[src/rtl/cerradura_pkg.sv]
// Shared types and key codes for the keypad code lock.
package cerradura_pkg;

    typedef enum logic [1:0] {
        ENTRADA  = 2'd0,
        ABIERTO  = 2'd1,
        PROGRAMA = 2'd2,
        BLOQUEO  = 2'd3
    } estado_t;

    localparam logic [3:0] KEY_PROG    = 4'hA;
    localparam logic [3:0] KEY_BORRAR  = 4'hB;
    localparam logic [3:0] KEY_LIMPIAR = 4'hC;
    localparam logic [3:0] KEY_ENTER   = 4'hD;
    localparam logic [3:0] KEY_NULA    = 4'hF;

    function automatic logic es_digito(input logic [3:0] k);
        return k <= 4'd9;
    endfunction

endpackage

[src/rtl/cerradura_teclado_detector_liberacion.sv]
// One key event per press: the scanner's repeated pulses only count again
// after key_detected has stayed low for RELEASE_CYCLES consecutive cycles.
module detector_liberacion
    import cerradura_pkg::*;
#(
    parameter int RELEASE_CYCLES = 1500000
) (
    input  logic       clk,
    input  logic       rst,
    input  logic       key_detected,
    input  logic [3:0] digito,
    output logic       evento,
    output logic [3:0] evento_codigo
);

    localparam int RW = $clog2(RELEASE_CYCLES + 1);
    localparam logic [RW-1:0] ULTIMO = RW'(RELEASE_CYCLES - 1);

    logic          armado;
    logic [RW-1:0] cuenta;

    assign evento        = armado & key_detected;
    assign evento_codigo = digito;

    always_ff @(posedge clk) begin
        if (!rst) begin
            armado <= 1'b1;
            cuenta <= '0;
        end else if (armado) begin
            if (key_detected) armado <= 1'b0;
            cuenta <= '0;
        end else if (key_detected) begin
            cuenta <= '0;
        end else if (cuenta == ULTIMO) begin
            // this edge brings the low-cycle count up to RELEASE_CYCLES
            armado <= 1'b1;
            cuenta <= '0;
        end else begin
            cuenta <= cuenta + RW'(1);
        end
    end

endmodule

[src/rtl/cerradura_teclado.sv]
// 4-digit keypad code lock: entry buffer, stored code, programming,
// and a timed lockout after repeated wrong codes.
module cerradura_teclado
    import cerradura_pkg::*;
#(
    parameter logic [15:0] CODE           = 16'h1234,
    parameter int          RELEASE_CYCLES = 1500000,
    parameter int          MAX_FAILS      = 3,
    parameter int          LOCKOUT_CYCLES = 250000000
) (
    input  logic        clk,
    input  logic        rst,
    input  logic [3:0]  digito,
    input  logic        key_detected,
    output logic [15:0] buffer,
    output logic [2:0]  num_digits,
    output logic        abierto,
    output logic        bloqueado,
    output logic        error,
    output logic        guardado,
    output logic [1:0]  estado
);

    localparam int FW = $clog2(MAX_FAILS + 1);
    localparam int TW = (LOCKOUT_CYCLES > 1) ? $clog2(LOCKOUT_CYCLES) : 1;
    localparam logic [FW-1:0] MAXF  = FW'(MAX_FAILS);
    localparam logic [TW-1:0] TLOAD = TW'(LOCKOUT_CYCLES - 1);

    logic       evento;
    logic [3:0] k;

    detector_liberacion #(
        .RELEASE_CYCLES(RELEASE_CYCLES)
    ) u_detector (
        .clk          (clk),
        .rst          (rst),
        .key_detected (key_detected),
        .digito       (digito),
        .evento       (evento),
        .evento_codigo(k)
    );

    estado_t        estado_q, estado_n;
    logic [15:0]    buffer_q, buffer_n;
    logic [2:0]     num_q, num_n;
    logic [15:0]    code_q, code_n;
    logic [FW-1:0]  fails_q, fails_n, fails_inc;
    logic [TW-1:0]  timer_q, timer_n;
    logic           error_q, error_n;
    logic           guardado_q, guardado_n;
    logic           edicion;

    always_ff @(posedge clk) begin
        if (!rst) begin
            estado_q   <= ENTRADA;
            buffer_q   <= '0;
            num_q      <= '0;
            code_q     <= CODE;
            fails_q    <= '0;
            timer_q    <= '0;
            error_q    <= 1'b0;
            guardado_q <= 1'b0;
        end else begin
            estado_q   <= estado_n;
            buffer_q   <= buffer_n;
            num_q      <= num_n;
            code_q     <= code_n;
            fails_q    <= fails_n;
            timer_q    <= timer_n;
            error_q    <= error_n;
            guardado_q <= guardado_n;
        end
    end

    always_comb begin
        estado_n   = estado_q;
        buffer_n   = buffer_q;
        num_n      = num_q;
        code_n     = code_q;
        fails_n    = fails_q;
        timer_n    = timer_q;
        error_n    = 1'b0;
        guardado_n = 1'b0;
        fails_inc  = (fails_q == MAXF) ? fails_q : fails_q + FW'(1);
        edicion    = evento &&
                     (estado_q == ENTRADA || estado_q == PROGRAMA);

        if (edicion) begin
            unique case (1'b1)
                es_digito(k): begin
                    if (num_q < 3'd4) begin
                        buffer_n = {buffer_q[11:0], k};
                        num_n    = num_q + 3'd1;
                    end
                end
                (k == KEY_BORRAR): begin
                    if (num_q != 3'd0) begin
                        buffer_n = {4'h0, buffer_q[15:4]};
                        num_n    = num_q - 3'd1;
                    end
                end
                (k == KEY_LIMPIAR): begin
                    buffer_n = '0;
                    num_n    = '0;
                end
                default: ;
            endcase
        end

        unique case (estado_q)
            ENTRADA: begin
                if (evento && k == KEY_ENTER) begin
                    buffer_n = '0;
                    num_n    = '0;
                    if (num_q != 3'd4) begin
                        error_n = 1'b1;
                    end else if (buffer_q == code_q) begin
                        estado_n = ABIERTO;
                        fails_n  = '0;
                    end else begin
                        error_n = 1'b1;
                        fails_n = fails_inc;
                        if (fails_inc == MAXF) begin
                            estado_n = BLOQUEO;
                            timer_n  = TLOAD;
                            fails_n  = '0;
                        end
                    end
                end
            end
            ABIERTO: begin
                if (evento && (k == KEY_ENTER || k == KEY_PROG)) begin
                    buffer_n = '0;
                    num_n    = '0;
                    estado_n = (k == KEY_PROG) ? PROGRAMA : ENTRADA;
                end
            end
            PROGRAMA: begin
                if (evento && k == KEY_ENTER) begin
                    buffer_n = '0;
                    num_n    = '0;
                    if (num_q == 3'd4) begin
                        code_n     = buffer_q;
                        guardado_n = 1'b1;
                        estado_n   = ABIERTO;
                    end else begin
                        error_n = 1'b1;
                    end
                end else if (evento && k == KEY_PROG) begin
                    buffer_n = '0;
                    num_n    = '0;
                    estado_n = ABIERTO;
                end
            end
            BLOQUEO: begin
                // timer holds LOCKOUT_CYCLES-1 on entry, so the lock
                // stays shut for exactly LOCKOUT_CYCLES cycles
                if (timer_q == '0) estado_n = ENTRADA;
                else timer_n = timer_q - TW'(1);
            end
            default: ;
        endcase
    end

    assign buffer     = buffer_q;
    assign num_digits = num_q;
    assign abierto    = (estado_q == ABIERTO) || (estado_q == PROGRAMA);
    assign bloqueado  = (estado_q == BLOQUEO);
    assign error      = error_q;
    assign guardado   = guardado_q;
    assign estado     = estado_q;

endmodule

[config.mk]
export PLATFORM = sky130hd
export DESIGN_NAME = cerradura_teclado
export DESIGN_NICKNAME = d
export VERILOG_FILES = /design/src/rtl/cerradura_pkg.sv /design/src/rtl/cerradura_teclado_detector_liberacion.sv /design/src/rtl/cerradura_teclado.sv
export SDC_FILE = /design/constraint.sdc
export NUM_CORES = 1
export LEC_CHECK = 0
export CAP_MARGIN = 15
export CELL_PAD_IN_SITES_DETAIL_PLACEMENT = 1
export CELL_PAD_IN_SITES_GLOBAL_PLACEMENT = 1
export CORE_AREA = 2 2 110 112
export CTS_CLUSTER_DIAMETER = 200
export DETAILED_ROUTE_END_ITERATION = 16
export DIE_AREA = 0 0 112 114
export MAX_ROUTING_LAYER = met4
export PLACE_DENSITY_LB_ADDON = 0.3
export SYNTH_ARGS = -nofsm -noshare
export SYNTH_HDL_FRONTEND = slang
export SYNTH_SLANG_ARGS = --single-unit
[constraint.sdc]
create_clock -name clk -period 2.1 [get_ports clk]
set_input_delay 0.21 -clock clk [delete_from_list [all_inputs] [get_ports clk]]
set_output_delay 0.21 -clock clk [all_outputs]
set_load 0.02 [all_outputs]
== Yosys cells after proc, flatten, opt, wreduce, memory -nomap -nowiden ==
Index checks and enable logic that the tools add are counted.

* Register bits after elaboration: 91
* Output and inout port bits: 25

* $add $sub $neg: 5
* Mux-type cells: 49
* $lt $le $gt $ge: 2
* Equality and inequality tests: 23
* Reductions and logical operators: 17
* Bitwise gates (word level): 3

{| class="wikitable"
|+ Operators with widths
! kind !! number
|-
| $mux 28 || 5
|-
| $mux 16 || 7
|-
| $pmux 16 s3 || 2
|-
| $pmux 28 s2 || 1
|-
| $logic_not 28->1 || 1
|-
| $sub 28x1->28 const B || 1
|-
| $mux 2 || 13
|-
| $add 21x1->21 const B || 1
|-
| $eq 21x21->1 const B || 1
|-
| $mux 3 || 7
|-
| $pmux 3 s3 || 2
|-
| $eq 16x16->1 || 1
|-
| $eq 4x4->1 const B || 4
|-
| $mux 1 || 10
|-
| $reduce_and 3->1 || 3
|-
| $eq 2x2->1 const B || 4
|-
| $ne 2x2->1 const B || 4
|-
| $pmux 2 s4 || 1
|-
| $reduce_and 7->1 || 1
|-
| $ne 2x1->1 const B || 3
|-
| $ne 3x1->1 const B || 2
|-
| $reduce_and 6->1 || 1
|-
| $le 4x4->1 const B || 1
|-
| $logic_and 1x1->1 || 4
|-
| other kinds (16) || 19
|}

== Logic depth before layout (Yosys ltp) ==
Gate-level depths: netlist (run 1).

* Depth in word-level cells: 8
* Mapped depth: 10
* Gate-level depth less buffers: 8

== Hierarchy ==
Synthesis (run 1) repeated with hierarchy kept, for this count alone.

* Cells, all modules: 526
* Area, all modules: 4579.4 sq um

{| class="wikitable"
|+ Modules (own cells, without submodules)
! module !! cells an instance !! instances !! sequential area each (sq um) !! area an instance (sq um)
|-
| cerradura_teclado || 404 || 1 || 1381.3 || 3513.4
|-
| detector_liberacion || 122 || 1 || 440.4 || 1066.0
|}

== Worst setup path before layout (run 1) ==
OpenSTA, ideal clock, no wires.

* Path kind: flip-flop to flip-flop
* Start: reg estado_q[1], in the netlist estado[1]
* End: reg timer_q[15]
* Data required time: 1968 ps
* Slack: -382 ps
* Library setup time: 132 ps
* Data arrival time: 2351 ps
* Buffers on the path: 3
* Cell stages (with the launch flop): 11
* Cell sequence: dfxtp_1 -> ha_1 -> clkbuf_1 -> nor4b_1 -> nand4_1 -> o2111a_1 -> a21o_1 -> buf_6 -> buf_2 -> a211oi_1 -> nor3_1

* Cells in the longest elaborated chain, start to end: 3

{| class="wikitable"
|+ RTL lines
! what !! RTL line !! RTL
|-
| start: declaration || cerradura_teclado.sv:43 || <nowiki>estado_t estado_q, estado_n;</nowiki>
|-
| start signal: assignment || cerradura_teclado.sv:64 || <nowiki>estado_q <= estado_n;</nowiki>
|-
| $eq 2x2->1 * || -- ||
|-
| net bloqueado || cerradura_teclado.sv:18 || <nowiki>output logic bloqueado,</nowiki>
|-
| $ne 2x2->1 (no source line) / $reduce_bool 2->1 (equally long branches) || -- ||
|-
| $reduce_and 6->1 (no source line) || -- ||
|-
| end signal: assignment || cerradura_teclado.sv:69 || <nowiki>timer_q <= timer_n;</nowiki>
|-
| end: declaration || cerradura_teclado.sv:48 || <nowiki>logic [TW-1:0] timer_q, timer_n;</nowiki>
|}

Mark *: on every way through the listed nets, which the timed path passes. The rest lies on a longest branch.
A chain may end at the register's enable or synchronous reset.

== Worst setup path after layout (run 1) ==
* Start: reg timer_q[0]
* End: reg timer_q[25]

* Cells in the longest elaborated chain, start to end: 3

{| class="wikitable"
|+ RTL lines
! what !! RTL line
|-
| $sub 28x1->28 / $logic_not 28->1 (equally long branches) || cerradura_teclado.sv:159, cerradura_teclado.sv:158
|-
| $mux 28 / $ne 2x2->1 (equally long branches) || --
|-
| $pmux 28 s2 / $reduce_and 6->1 (equally long branches) || --
|}

Parallel ways exist; a longest one is shown, timed or not. The select of a mux whose other input is x is not followed.

==> results.json, run 1 <==
{
  "grt_pass1_vias": 4869,
  "postCtsHoldBufs": 0,
  "power_mw": 3.597,
  "die_x_um": 112,
  "power.density_nw_per_um2": 567.2,
  "holdCritPathClass": "primary input to flip-flop",
  "end_kind": "flip-flop",
  "final_antenna_net_count": 0,
  "dp_cells": 776,
  "r2r_cells": 10,
  "n_antenna_cell": 0,
  "worstPathRequired_ns": 2.38,
  "synth_edf_count": 0,
  "dieArea_um2": 12770,
  "grt_max_degree": 31,
  "path_delay_family": "compound AO/OA/AOI/OAI gates",
  "clock-sinks": 91,
  "grt_pass1_wl_um": 24360,
  "fin_worst_skew_ns": 0.01165,
  "synth_top_area_cell": "dfxtp_1",
  "rsz0062_at_grt": "true",
  "drc_errors": 0,
  "arrival_ns": 2.52,
  "vias_per_cell": 5.716,
  "final-setup-viol-count": 21,
  "syn_area_um2": 4548,
  "dp.final_hpwl_um": 9930,
  "syn-num-nets": 553,
  "vias": 4613,
  "period_needed_ns": 2.237,
  "hold_viol": 0,
  "portBuffers": 31,
  "hold_depth": 5,
  "placedInstanceArea_um2": 5673,
  "fp-row-count": 40,
  "fin_tns_setup_ns": -1.395,
  "place.gp.congestion": 0.8259,
  "postSynthCellCount": 537,
  "synth_cell_types": 60,
  "cap_viol_max_count": 0,
  "relSlewSlack": 0.6612,
  "drive_above_1_share": 0.2727,
  "synth_flop_cell": "dfxtp_1",
  "clkLatencyLatePin_ns": 0.36,
  "htreeDepth": 3,
  "tightest_slew_ns": 0.5030,
  "syn_avg_cell_area_um2": 8.469,
  "cts_buffer_depth": 2,
  "wirelength_um": 14750,
  "core_um2": 11710,
  "syn_to_final_growth_pct": 39.42,
  "path_cells": "inv_2, ha_4, nor4b_4, nand4_1, o2111a_2, a21o_4, buf_12, buf_4, a31o_2, a31oi_1",
  "cts_buffers": 9,
  "cp_max_fo": 8,
  "path_buf_inv": 3,
  "synth_top_cell_area_share": 0.4006,
  "max_freq_ghz": 0.4470,
  "drt_iter0_drc": 209,
  "violations": "setup timing",
  "startpoint_type": "flip-flop",
  "ys_seq_area_frac": 0.4006,
  "final_nets": 671,
  "async_flop_share": 0,
  "grt_use_total": 0.2421,
  "cts-root-buf": "clkbuf_16",
  "ios": 32,
  "instances_no_fill": 807,
  "finalWorstSetupSlack_ns": -0.1373,
  "clkTransAtPathRegs_ns": 0.07,
  "slowest_delay_ns": 0.36,
  "wl_per_cell_um": 18.28,
  "cpMaxStageDelayCell": "o2111a_2",
  "p_leak_nw": 2.571,
  "die_h_um": 114,
  "outcome": "finished, violations left",
  "finalCritPeriodShare": 1.065,
  "ys_warn_count": 0,
  "overflow": 0,
  "fin_area_um2": 6341,
  "cts_tree": "yes",
  "crit_type": "flip-flop to flip-flop",
  "irDropWorstVdd_uv": 323.9,
  "firstDrtPassIters": 5,
  "worstSetupPathDepth": 10,
  "start_util": 0.3884,
  "synth-seq-cells": 91,
  "synth_area_leaders": "dfxtp_1, xor2_1, nor2_1",
  "maxSlewViolCount": 0,
  "antenna_found_initial": 0
}
per-stage QoR:
step / util / setup slack (ns) / hold slack [ns]
floorplan: - / 0.0006997 / 0.3161
global placement: 0.4844 / -0.2178 / 0.4462
detailed placement: 0.4844 / -0.2929 / 0.4627
CTS: 0.5278 / -0.1476 / 0.4710
global route: 0.5415 / -0.1848 / 0.4866
finish: 0.5415 / -0.1373 / 0.4513
routing by layer:
metal  global-route usage  wire length, µm  vias to the layer above
met1               0.3014             6591                     2321
met2               0.4077             7519                       69
met5                    -                0                        -
li1                     -                -                     2209
met3              0.02763              426                       14
met4              0.09106              212                        0
cells in the mapped netlist, types with 13 or more instances:
library cell / n
a21oi_1: 27
a22oi_1: 18
clkbuf_1: 25
dfxtp_1: 91
inv_1: 13
nand2_1: 51
nand3_1: 30
nand4_1: 14
nor2_1: 61
nor3_1: 15
o21ai_0: 14
xor2_1: 30
sequential cells by signal, indices dropped and copies added, names as in the netlist:
| register | count |
|---|---|
| error | 1 |
| u_detector.armado | 1 |
| buffer | 16 |
| estado | 2 |
| guardado | 1 |
| timer_q | 28 |
| code_q | 16 |
| num_digits | 3 |
| fails_q | 2 |
| u_detector.cuenta | 21 |
cells by family (layout without fill, tap and decap cells):
kind of cell             count (synthesis)  in the layout  share of synthesized area
AO/OA/AOI/OAI                          118            118                     0.1813
XOR/XNOR                                35             35                    0.06740
adder cells (fa/ha/maj)                  9              9                    0.02476
buffers and inverters                   43            166                    0.03879
flip-flops                              91             91                     0.4006
multiplexers                             3              3                   0.007152
AND/OR/NAND/NOR                        238            238                     0.2801
placed cells by master, fill, tap and decap left out, drive strengths merged, types with 5 or more instances in the layout:
master,synthesis,layout
a311oi,7,7
nand4b,5,5
a22o,8,8
a31oi,10,10
inv,13,14
clkbuf,25,10
nor3,16,16
nor2,61,61
clkdlybuf4s50,0,28
dfxtp,91,91
nand2,51,51
ha,9,9
nand3,30,30
xor2,30,30
o21ai,15,15
and4,7,7
or4,6,6
o31ai,7,7
a21oi,27,27
xnor2,5,5
nand4,14,14
nor2b,5,5
buf,5,106
nor4,12,12
and3,8,8
a22oi,18,18
area by class of cell:
class                   count  area [µm²]
well taps                 147       183.9
flip-flops and latches     91        1838
repair buffers            137        1196
clock inverters             6       65.06
fillers                  1354        5370
inverters                  13       48.80
multi-input cells         403        2780
clock buffers              10       229.0
report_power, final:
part	leakage [nW]	internal (mW)	switching (mW)
Combinational	1.69	0.0878	0.114
Sequential	0.739	1.73	0.00730
Clock	0.143	0.926	0.731
final timing paths:
kind,startpoint,to,slack (ns)
worst min register to register,code_q[1],code_q[1],0.47
worst min-delay path,digito[0],buffer[0],0.45
worst max-delay path,timer_q[0],timer_q[25],-0.14
worst max register to register,timer_q[0],timer_q[25],-0.14
worst reg2reg max path, stage by stage (launching register included):
cell      delay [ns]
dfxtp_2         0.32
inv_2           0.07
ha_4            0.13
nor4b_4         0.17
nand4_1         0.24
o2111a_2        0.36
a21o_4          0.23
buf_12          0.14
buf_4           0.14
a31o_2          0.24
a31oi_1         0.13
what timing repair did:
| item | CTS | global route |
|---|---|---|
| pin swaps | 22 | 24 |
| endpoints found under the setup margin | 28 | 36 |
| buffers inserted | 9 | 4 |
| cloned | 3 | 0 |
| gates resized for setup | 36 | 37 |
Note: power is estimated with default switching activity, not from simulation.
==> run 2, diff against run 1 <==
CORE_AREA = 2 2 138 140   (was 2 2 110 112)
DIE_AREA = 0 0 140 142   (was 0 0 112 114)
==> run 2 against run 1 <==
  * The flow still finishes with violations (setup timing)
  * Sequential share of layout area shrank 0.47 points
  * Clock power is essentially flat
  * Worst hold slack lost 0.14 ns
  * Critical path depth shrank 2
  * Sequential power is essentially flat
  * Critical endpoint is now timer_q[23]
  * Largest power group unchanged
==> results.json, run 2 (same netlist as run 1, synthesis figures left out) <==
{
  "finalWorstSetupSlack_ns": -0.08499,
  "p_comb_frac": 0.057,
  "fin_tns_setup_ns": -0.5975,
  "final_antenna_net_count": 0,
  "grt_pass1_vias": 4837,
  "syn_to_final_growth_pct": 41.54,
  "rsz0062_at_grt": "true",
  "vias_per_cell": 5.019,
  "worstPathRequired_ns": 2.35,
  "startpoint_type": "flip-flop",
  "wirelength_um": 14620,
  "die_h_um": 142,
  "drc_errors": 0,
  "start_util": 0.2464,
  "postCtsHoldBufs": 0,
  "final-setup-viol-count": 11,
  "p_seq_frac": 0.486,
  "dp.final_hpwl_um": 10560,
  "dp_cells": 875,
  "layout_commonest_cell": "buf_4",
  "regMostFlops": "timer_q",
  "period_needed_ns": 2.185,
  "drive_above_1_share": 0.2720,
  "grt_max_degree": 31,
  "cap_viol_max_count": 0,
  "path_cells": "nor4_4, buf_4, nand4_1, o2111a_1, a21o_1, buf_6, a211o_1, and3_1",
  "finalCritPeriodShare": 1.040,
  "r2r-start": "timer_q[9]",
  "cts_buffer_depth": 2,
  "power.density_nw_per_um2": 555.5,
  "power_switching_uw": 843.6,
  "relSlewSlack": 0.7156,
  "cts-root-buf": "clkbuf_16",
  "crit_type": "flip-flop to flip-flop",
  "arrival_ns": 2.44,
  "fp-row-count": 50,
  "cpMaxStageDelayCell": "dfxtp_2",
  "wl_per_cell_um": 16.19,
  "final_nets": 680,
  "intPower_mw": 2.732,
  "end_kind": "flip-flop",
  "die_x_um": 140,
  "firstDrtPassIters": 4,
  "pwr-share-clk": 0.456,
  "most-common-layout-cells": "buf_4, dfxtp_1, nor2_1, nand2_1",
  "portBuffers": 31,
  "max_freq_ghz": 0.4577,
  "cts_tree": "yes",
  "vias": 4532,
  "largest_reg_flops": 28,
  "critPathLaunch": "timer_q[9]",
  "dieArea_um2": 19880,
  "cts_buffers": 9,
  "tightest_slew_ns": 0.4266,
  "p_leak_nw": 2.594,
  "holdCritPathClass": "primary input to flip-flop",
  "ios": 32,
  "top_regs": "timer_q (28), u_detector.cuenta (21)",
  "hold_viol": 0,
  "switching_share": 0.2359,
  "cp_max_fo": 7,
  "outcome": "finished, violations left",
  "place.gp.congestion": 0.7663,
  "clock-sinks": 91,
  "clkTransAtPathRegs_ns": 0.07,
  "grt_use_total": 0.1558,
  "violations": "setup timing",
  "slowest_delay_ns": 0.33,
  "n_antenna_cell": 0,
  "min-delay-start": "digito[3]",
  "instances_no_fill": 903,
  "overflow": 0,
  "drt_iter0_drc": 222,
  "clkLatencyLatePin_ns": 0.35,
  "core_um2": 18460,
  "htreeDepth": 3,
  "maxSlewViolCount": 0,
  "grt_pass1_wl_um": 24220,
  "fin_worst_skew_ns": 0.007479,
  "antenna_found_initial": 0,
  "irDropWorstVdd_uv": 289.7
}
[run 2: changes by cell type in the layout (fill, tap and decap cells not counted), sizes merged]
| cell | delta |
|---|---|
| dlymetal6s2s | +1 |
| clkinv | -1 |
| clkbuf | +2 |
| bufinv | -1 |
| buf | +9 |
| clkdlybuf4s50 | -1 |
[run 2: path summary, 6_finish.rpt]
path	slack, ns	cells after the start	to
min reg2reg	0.47	2	code_q[7]
min	0.32	4	buffer[3]
max reg2reg	-0.08	8	timer_q[23]
max	-0.08	8	timer_q[23]
[run 2: power groups by stage]
stage	sequential (mW)	clock, mW	combinational (mW)
after detailed placement	1.78	0	0.203
final	1.74	1.63	0.206
after floorplan	1.79	0	0.0815
after CTS	1.74	1.67	0.204
after global placement	1.78	0	0.199
after global routing	1.74	1.76	0.223
[run 2: final cells by class]
type / instances / area [µm²]
flip-flops and latches: 91 / 1836
multi-input cells: 403 / 2729
clock inverters: 4 / 30.03
fillers: 2177 / 12020
repair buffers: 146 / 1234
inverters: 13 / 48.80
well taps: 234 / 292.8
clock buffers: 12 / 267.8
[run 2: repair_timing]
item | CTS | global route
pin swaps | 15 | 20
buffers inserted | 7 | 5
setup endpoints to repair | 26 | 36
gates cloned | 0 | 0
hold endpoints to repair | 0 | 0
gates resized for setup | 17 | 38
[run 2: metrics by stage]
step | hold slack [ns] | worst slack [ns] | power (mW) | cell area, µm² | util
floorplan | 0.3161 | 0.0006997 | 1.869 | 4596 | -
global placement | 0.4453 | -0.2282 | 1.976 | 5847 | 0.3168
detailed placement | 0.4627 | -0.2719 | 1.982 | 5847 | 0.3168
CTS | 0.4720 | -0.1011 | 3.617 | 6264 | 0.3394
global route | 0.3496 | -0.2015 | 3.720 | 6437 | 0.3488
finish | 0.3158 | -0.08499 | 3.576 | 6437 | 0.3488
[run 2: critical path, delay by kind of cell, from the launching register on]
kind,cells,cell delay [ns]
AOI/OAI and AO/OA,3,0.81
buffers and inverters,2,0.31
and+or+nand+nor,3,0.61
DFF,1,0.33
[run 2: metal layers]
layer | share of wire | wire (µm) | vias to the layer above | track usage
met3 | 0.023 | 332 | 25 | 0.02288
met4 | 0.024 | 345 | 0 | 0.05848
met5 | 0 | 0 | - | -
li1 | - | - | 2221 | -
met2 | 0.49 | 7223 | 58 | 0.2683
met1 | 0.46 | 6716 | 2228 | 0.1857
